$ cat src/rtl/vga_pkg.sv
// Timing constants for the VESA 800x600 @ 60 Hz raster (40 MHz pixel clock)
// and the small types shared by the timing generator and its consumers.
package vga_pkg;

  localparam int HOR_PIXELS      = 800;
  localparam int VER_PIXELS      = 600;

  localparam int HOR_TOTAL_TIME  = 1056;
  localparam int HOR_BLANK_START = HOR_PIXELS;
  localparam int HOR_SYNC_START  = 840;
  localparam int HOR_SYNC_TIME   = 128;

  localparam int VER_TOTAL_TIME  = 628;
  localparam int VER_BLANK_START = VER_PIXELS;
  localparam int VER_SYNC_START  = 601;
  localparam int VER_SYNC_TIME   = 4;

  localparam int CNT_W   = 11;
  localparam int FRAME_W = 16;

  typedef logic [CNT_W-1:0]   cnt_t;
  typedef logic [FRAME_W-1:0] frame_t;

  typedef struct packed {
    logic hsync;
    logic vsync;
    logic hblnk;
    logic vblnk;
  } flags_t;

  // Half-open window test [lo, hi), unsigned.
  function automatic logic in_range(input cnt_t v, input cnt_t lo, input cnt_t hi);
    return (v >= lo) && (v < hi);
  endfunction

endpackage

$ cat src/rtl/vga_timing_if.sv
// Raster position and sync/blank bundle produced by the timing generator
// and consumed by the background/draw stages.
interface vga_timing_if;
  import vga_pkg::*;

  cnt_t   hcount;
  cnt_t   vcount;
  logic   hsync;
  logic   vsync;
  logic   hblnk;
  logic   vblnk;
  logic   sof;
  frame_t frame_cnt;

  modport master (
    output hcount, vcount, hsync, vsync, hblnk, vblnk, sof, frame_cnt
  );

  modport slave (
    input  hcount, vcount, hsync, vsync, hblnk, vblnk, sof, frame_cnt
  );

endinterface

$ cat src/rtl/vga_timing.sv
// Free-running raster timing generator. Counters and flags are registered
// together so every output describes the same (hcount, vcount) position.
module vga_timing
  import vga_pkg::*;
#(
  parameter int HOR_TOTAL_TIME  = vga_pkg::HOR_TOTAL_TIME,
  parameter int HOR_BLANK_START = vga_pkg::HOR_BLANK_START,
  parameter int HOR_SYNC_START  = vga_pkg::HOR_SYNC_START,
  parameter int HOR_SYNC_TIME   = vga_pkg::HOR_SYNC_TIME,
  parameter int VER_TOTAL_TIME  = vga_pkg::VER_TOTAL_TIME,
  parameter int VER_BLANK_START = vga_pkg::VER_BLANK_START,
  parameter int VER_SYNC_START  = vga_pkg::VER_SYNC_START,
  parameter int VER_SYNC_TIME   = vga_pkg::VER_SYNC_TIME
) (
  input  logic         clk,
  input  logic         rst,
  vga_timing_if.master vga
);

  localparam cnt_t H_LAST    = cnt_t'(HOR_TOTAL_TIME - 1);
  localparam cnt_t V_LAST    = cnt_t'(VER_TOTAL_TIME - 1);
  localparam cnt_t H_BLANK   = cnt_t'(HOR_BLANK_START);
  localparam cnt_t V_BLANK   = cnt_t'(VER_BLANK_START);
  localparam cnt_t H_SYNC_LO = cnt_t'(HOR_SYNC_START);
  localparam cnt_t H_SYNC_HI = cnt_t'(HOR_SYNC_START + HOR_SYNC_TIME);
  localparam cnt_t V_SYNC_LO = cnt_t'(VER_SYNC_START);
  localparam cnt_t V_SYNC_HI = cnt_t'(VER_SYNC_START + VER_SYNC_TIME);

  cnt_t   hcount_q, hcount_d;
  cnt_t   vcount_q, vcount_d;
  logic   h_wrap, f_wrap;
  flags_t flags_q, flags_d;
  logic   sof_q;
  frame_t frame_cnt_q;

  // Flags are derived from the next counter values so that they land in the
  // same register stage as the position they describe.
  always_comb begin
    h_wrap   = (hcount_q == H_LAST);
    f_wrap   = h_wrap && (vcount_q == V_LAST);
    hcount_d = h_wrap ? '0 : hcount_q + 1'b1;
    vcount_d = vcount_q;
    if (h_wrap) begin
      vcount_d = (vcount_q == V_LAST) ? '0 : vcount_q + 1'b1;
    end
    flags_d       = '0;
    flags_d.hsync = in_range(hcount_d, H_SYNC_LO, H_SYNC_HI);
    flags_d.vsync = in_range(vcount_d, V_SYNC_LO, V_SYNC_HI);
    flags_d.hblnk = (hcount_d >= H_BLANK);
    flags_d.vblnk = (vcount_d >= V_BLANK);
  end

  always_ff @(posedge clk or posedge rst) begin
    if (rst) begin
      hcount_q <= '0;
    end else begin
      hcount_q <= hcount_d;
    end
  end

  always_ff @(posedge clk or posedge rst) begin
    if (rst) begin
      vcount_q <= '0;
    end else begin
      vcount_q <= vcount_d;
    end
  end

  always_ff @(posedge clk or posedge rst) begin
    if (rst) begin
      flags_q     <= '0;
      sof_q       <= 1'b0;
      frame_cnt_q <= '0;
    end else begin
      flags_q <= flags_d;
      sof_q   <= f_wrap;
      if (f_wrap) begin
        frame_cnt_q <= frame_cnt_q + 1'b1;
      end
    end
  end

  assign vga.hcount    = hcount_q;
  assign vga.vcount    = vcount_q;
  assign vga.hsync     = flags_q.hsync;
  assign vga.vsync     = flags_q.vsync;
  assign vga.hblnk     = flags_q.hblnk;
  assign vga.vblnk     = flags_q.vblnk;
  assign vga.sof       = sof_q;
  assign vga.frame_cnt = frame_cnt_q;

endmodule

$ cat src/flat_wrapper.sv
// flat-port wrapper written by rule: the top's interface ports become plain ports
module vga_timing_flat import vga_pkg::*;
#(
  parameter int HOR_TOTAL_TIME  = vga_pkg::HOR_TOTAL_TIME,
  parameter int HOR_BLANK_START = vga_pkg::HOR_BLANK_START,
  parameter int HOR_SYNC_START  = vga_pkg::HOR_SYNC_START,
  parameter int HOR_SYNC_TIME   = vga_pkg::HOR_SYNC_TIME,
  parameter int VER_TOTAL_TIME  = vga_pkg::VER_TOTAL_TIME,
  parameter int VER_BLANK_START = vga_pkg::VER_BLANK_START,
  parameter int VER_SYNC_START  = vga_pkg::VER_SYNC_START,
  parameter int VER_SYNC_TIME   = vga_pkg::VER_SYNC_TIME
)
  (clk, rst, vga_hcount, vga_vcount, vga_hsync, vga_vsync, vga_hblnk, vga_vblnk, vga_sof, vga_frame_cnt);
  vga_timing_if vga_i ();
  input  logic clk;
  input  logic rst;
  output wire logic [$bits(vga_i.hcount)-1:0] vga_hcount;
  output wire logic [$bits(vga_i.vcount)-1:0] vga_vcount;
  output wire logic [$bits(vga_i.hsync)-1:0] vga_hsync;
  output wire logic [$bits(vga_i.vsync)-1:0] vga_vsync;
  output wire logic [$bits(vga_i.hblnk)-1:0] vga_hblnk;
  output wire logic [$bits(vga_i.vblnk)-1:0] vga_vblnk;
  output wire logic [$bits(vga_i.sof)-1:0] vga_sof;
  output wire logic [$bits(vga_i.frame_cnt)-1:0] vga_frame_cnt;
  assign vga_hcount = vga_i.hcount;
  assign vga_vcount = vga_i.vcount;
  assign vga_hsync = vga_i.hsync;
  assign vga_vsync = vga_i.vsync;
  assign vga_hblnk = vga_i.hblnk;
  assign vga_vblnk = vga_i.vblnk;
  assign vga_sof = vga_i.sof;
  assign vga_frame_cnt = vga_i.frame_cnt;
  vga_timing #(.HOR_TOTAL_TIME(HOR_TOTAL_TIME), .HOR_BLANK_START(HOR_BLANK_START), .HOR_SYNC_START(HOR_SYNC_START), .HOR_SYNC_TIME(HOR_SYNC_TIME), .VER_TOTAL_TIME(VER_TOTAL_TIME), .VER_BLANK_START(VER_BLANK_START), .VER_SYNC_START(VER_SYNC_START), .VER_SYNC_TIME(VER_SYNC_TIME)) u_core (.clk(clk), .rst(rst), .vga(vga_i));
endmodule
$ cat config.mk
export PLATFORM = sky130hd
export DESIGN_NAME = vga_timing_flat
export DESIGN_NICKNAME = d
export VERILOG_FILES = /design/src/rtl/vga_pkg.sv /design/src/rtl/vga_timing_if.sv /design/src/rtl/vga_timing.sv /design/src/flat_wrapper.sv
export SDC_FILE = /design/constraint.sdc
export NUM_CORES = 1
export LEC_CHECK = 0
export ABC_AREA = 0
export CAP_MARGIN = 20
export CORE_ASPECT_RATIO = 1.75
export CORE_MARGIN = 2
export CORE_UTILIZATION = 55
export DETAILED_ROUTE_END_ITERATION = 10
export PLACE_DENSITY = 0.83
export SYNTH_ARGS = -nofsm -noshare
export SYNTH_HDL_FRONTEND = slang
export SYNTH_SLANG_ARGS = --single-unit
$ cat constraint.sdc
create_clock -name clk -period 6.9 [get_ports clk]
set_clock_uncertainty 0.15 [all_clocks]
set_input_delay 1.38 -clock clk [delete_from_list [all_inputs] [get_ports clk]]
set_output_delay 1.38 -clock clk [all_outputs]
set_load 0.005 [all_outputs]
---- Word level (Yosys, flattened, before mapping) ----
Cells that the tools add are included.
word-level totals
  register bits ........................... 43
  input port bits ......................... 2
  word-level logic and storage cells ...... 25
  output and inout port bits .............. 43
operators by class
  order comparisons ....................... 6
  $add $sub $neg .......................... 3
  eq/ne operators ......................... 2
  mux-type cells .......................... 3
  reductions and logical operators ........ 3
operators with widths
  operator                                                                         count
  11-bit by 10-bit >= comparator with 1-bit output (second input constant)         4
  11-bit two-way mux                                                               3
  11-bit by 1-bit adder with 11-bit output (second input constant)                 2
  11-bit by 10-bit less-than comparator with 1-bit output (second input constant)  2
  16-bit by 1-bit adder with 16-bit output (second input constant)                 1
  11-bit by 10-bit == test with 1-bit output (second input constant)               1
  11-bit == test (second input constant)                                           1
  1-bit logical AND                                                                3

---- Longest topological paths before layout ----
  depth in word-level cells ............... 5
  depth in mapped cells ................... 9
  mapped depth without buffers ............ 7

---- Worst setup path before layout ----
No wires, ideal clock.
  kind .................................... reg2reg
  start point ............................. register u_core.vcount_q[0], in the netlist u_core.vga.vcount[0]
  end point ............................... register u_core.frame_cnt_q[10], in the netlist u_core.vga.frame_cnt[10]
  path buffers ............................ 0
  path slack .............................. 4.637 ns
  cell stages (with the launch flop) ...... 8
  library setup time ...................... 0.079 ns
  arrival time ............................ 2.034 ns
  cells stage by stage .................... dfrtp_1 > ha_1 > and4bb_1 > nand4_4 > nor4_4 > nand4_2 > nor2_1 > xor2_1
between the ends
  word-level cells in the longest chain between the ends .. 2
ends and longest elaborated chain
  element                                     line              text
  start, declared                             vga_timing.sv:30  cnt_t vcount_q, vcount_d;
  start signal, assigned                      vga_timing.sv:65  vcount_q <= vcount_d;
  11-bit by 10-bit == test with 1-bit output  vga_timing.sv:40  f_wrap = h_wrap && (vcount_q == V_LAST);
  1-bit logical AND                           vga_timing.sv:40
  end signal, assigned                        vga_timing.sv:78  frame_cnt_q <= frame_cnt_q + 1'b1;
  end, declared                               vga_timing.sv:34  frame_t frame_cnt_q;
No other way between the ends.
A chain may end at the register's enable or synchronous reset.

---- Worst setup path after layout ----
  start point ............................. register u_core.vcount_q[4], in the netlist u_core.vga.vcount[4]
  end point ............................... output vga_vcount[4]
RTL lines
  element        line                text
  end, declared  flat_wrapper.sv:18  output wire logic [$bits(vga_i.vcount)-1:0] vga_vcount;
No word-level cell between the ends.

==> metrics.txt <==
Critical Path Slowest Stage Cell=dfrtp_1; Cells after Synth=206; largest net degree at the start of global routing=44; Hold Path Depth=1; status=complete, no violations; row count=30; relative slew slack=0.643; P&R area growth vs syn=26.9%; DR pass1 iterations=4; CP Launch Type=flop; critical hold path startpoint=u_core.vga.frame_cnt[15]$_DFFE_PP0P_; Placer Congestion=0.815; syn_nets=211; CTS max path bufs=2; sequential area share after synthesis=0.489; Placed Cells=294; CTS hold repair buffers=0; Synth area leaders=dfrtp_1 (49%), xnor2_1 (6.8%), xor2_1 (5.2%); synth unique cells=48; max incr delay on CP=620 ps; Via density=5.76; post-DR wirelength/cell=15.2 um; Hold WC Path Type=reg2reg; antenna viol nets, final=0; Post-Syn Area=0.00220 mm^2; crit path cell chain=clkdlybuf4s50_1; final setup TNS=0 ps; DR vias=1,739; largest delay contributor family on the critical path=flip-flops; Final min period=3030 ps; post_cts resized=0; EDFF count, synth=0; fmax=330 MHz; synth warn=0; CTS tree=done; PwrDens=162 mW/mm^2; commonest cells in the netlist=dfrtp_1 (43), xnor2_1 (17), nand2_1 (16), nor2_1 (16), xor2_1 (13); Die ar.=0.00455 mm^2; Initial Utilization=0.570; post-synth top area cell=dfrtp_1; CP Capture Type=output port; post-synth top area share=0.489; Hold Path Sink=u_core.vga.frame_cnt[15]$_DFFE_PP0P_; CP required=5370 ps; Crit Path Category=reg2out; vias in the first global route=1,636; Residual DRC=0; Layout Nets=258; GRT Util Overall=0.225; Detailed Place HPWL=3.25 mm; I/O pin total=45; 1st-iter DRT viols=31; DRT Wirelength=4.59 mm; Async S/R FF share, synth=1.00; Peak VDD IR=195 uV; core area=0.00387 mm^2; Final Hold Viols=0; first-pass GRT wire length=7.66 mm; leak pwr=1.24 nW; total setup buffers inserted after CTS=0; RR Endpoint=u_core.vga.frame_cnt[10]$_DFFE_PP0P_; most common cell in the synthesized netlist=dfrtp_1; PortBufs=44; CTS Buf Count=5; root buffer cell=clkbuf_8; slew at the pin closest to its max-slew limit=535 ps; initial antenna violation count=0; Finished Layout Cells=302; antenna fix cells=0; fraction of layout cells with a size suffix above 1=0.0787; R2R setup slack=4300 ps; total congestion overflow=0; max cap viols=0; clock sinks=43; CP bufs+invs=1; Clock transition at path regs=80 ps; Die H=87.7 um; crit path DAT=1500 ps; r2r startpoint=u_core.vga.vcount[0]$_DFF_PP0_; Yosys reg bits=43; Slew Viols, Final=0; Syn Area/Cell=10.7 um^2; die width=51.8 um; RSZ-0062 raised after global routing=false; Clock Latency Late Sink=300 ps; FF-to-FF path depth=7; Final Cycle Share=0.439; Primary FF master, synth=dfrtp_1; H-tree depth=2; # setup viols final=0; Crit Path Max Fanout=12
[placed cells by master (no fill, tap or decap), types with 2 or more instances in the layout]
cell type        count
a22o_1               2
xnor2_1             17
a31oi_1              5
nor2_1              16
nor4_4               2
xor2_1              13
clkdlybuf4s50_1     44
a21oi_1              6
clkbuf_8             5
o31ai_1              2
nand2_1             16
o21ai_0              7
and3_1               5
inv_1                6
and4_1               3
and2_1               2
o211ai_1             2
nand3_1             12
nand4_1              9
ha_1                 3
mux2_2               2
nor3_1               3
dfrtp_1             43
a21o_1               2
[sequential cells by signal (all words and copies together) (netlist names)]
register	count
u_core.vga.hblnk	1
u_core.vga.vcount	11
u_core.vga.frame_cnt	16
u_core.vga.hsync	1
u_core.vga.vblnk	1
u_core.vga.vsync	1
u_core.vga.sof	1
u_core.vga.hcount	11
[where the power goes]
group	total, W	internal [W]	switching (W)
logic	0.00000567	0.000000905	0.00000477
clock network	0.000194	0.000108	0.0000864
registers	0.000252	0.000252	0
total	0.000452	0.000360	0.0000912
[metrics by stage]
| stage | hold slack (ps) | worst slack (ps) | instance area (um^2) | utilization | total power, W |
|---|---|---|---|---|---|
| 2_1_floorplan | 318 | 4370 | 2200 | - | 0.000260 |
| 3_3_place_gp | 311 | 4250 | 2680 | 0.694 | 0.000263 |
| 3_5_place_dp | 313 | 4220 | 2680 | 0.694 | 0.000263 |
| 4_1_cts | 328 | 3890 | 2790 | 0.723 | 0.000458 |
| 5_1_grt | 347 | 3830 | 2790 | 0.723 | 0.000468 |
| 6_report | 322 | 3870 | 2790 | 0.723 | 0.000452 |
[kinds of logic after synthesis]
group / Yosys count / synth area share
adder cells (fa/ha/maj): 3 / 0.0170
buffers and inverters: 11 / 0.0233
flip-flops: 43 / 0.489
AND/OR/NAND/NOR: 86 / 0.251
XOR/XNOR: 30 / 0.119
AO/OA/AOI/OAI: 31 / 0.0903
multiplexers: 2 / 0.0102
[worst max path at each step]
stage	startpoint	end	slack, ps	cells after the start
after global routing	u_core.vga.vcount[4]$_DFF_PP0_	vga_vcount[4]	3830	1
after CTS	u_core.vga.vcount[4]$_DFF_PP0_	vga_vcount[4]	3890	1
final	u_core.vga.vcount[4]$_DFF_PP0_	vga_vcount[4]	3870	1
after global placement	u_core.vga.vcount[4]$_DFF_PP0_	vga_vcount[4]	4250	1
after detailed placement	u_core.vga.vcount[4]$_DFF_PP0_	vga_vcount[4]	4220	1
after floorplan	rst	u_core.vga.frame_cnt[0]$_DFFE_PP0P_	4370	1
[area by class of cell]
cell class | instances | area (um^2)
clock buffer | 5 | 68.8
sequential | 43 | 1080
inverter | 6 | 22.5
fill | 301 | 1070
tap | 48 | 60.1
multi-input combinational | 152 | 1070
timing repair buffer | 45 | 448
clock inverter | 3 | 43.8
[routing by layer]
metal / part of all wire / wire length, um / global-route usage
met4: 0.029 / 133 / 0.117
met1: 0.40 / 1840 / 0.264
met3: 0.029 / 134 / 0.0427
met5: 0 / 0 / 0
met2: 0.54 / 2480 / 0.383
(Power assumes the default switching activity.)
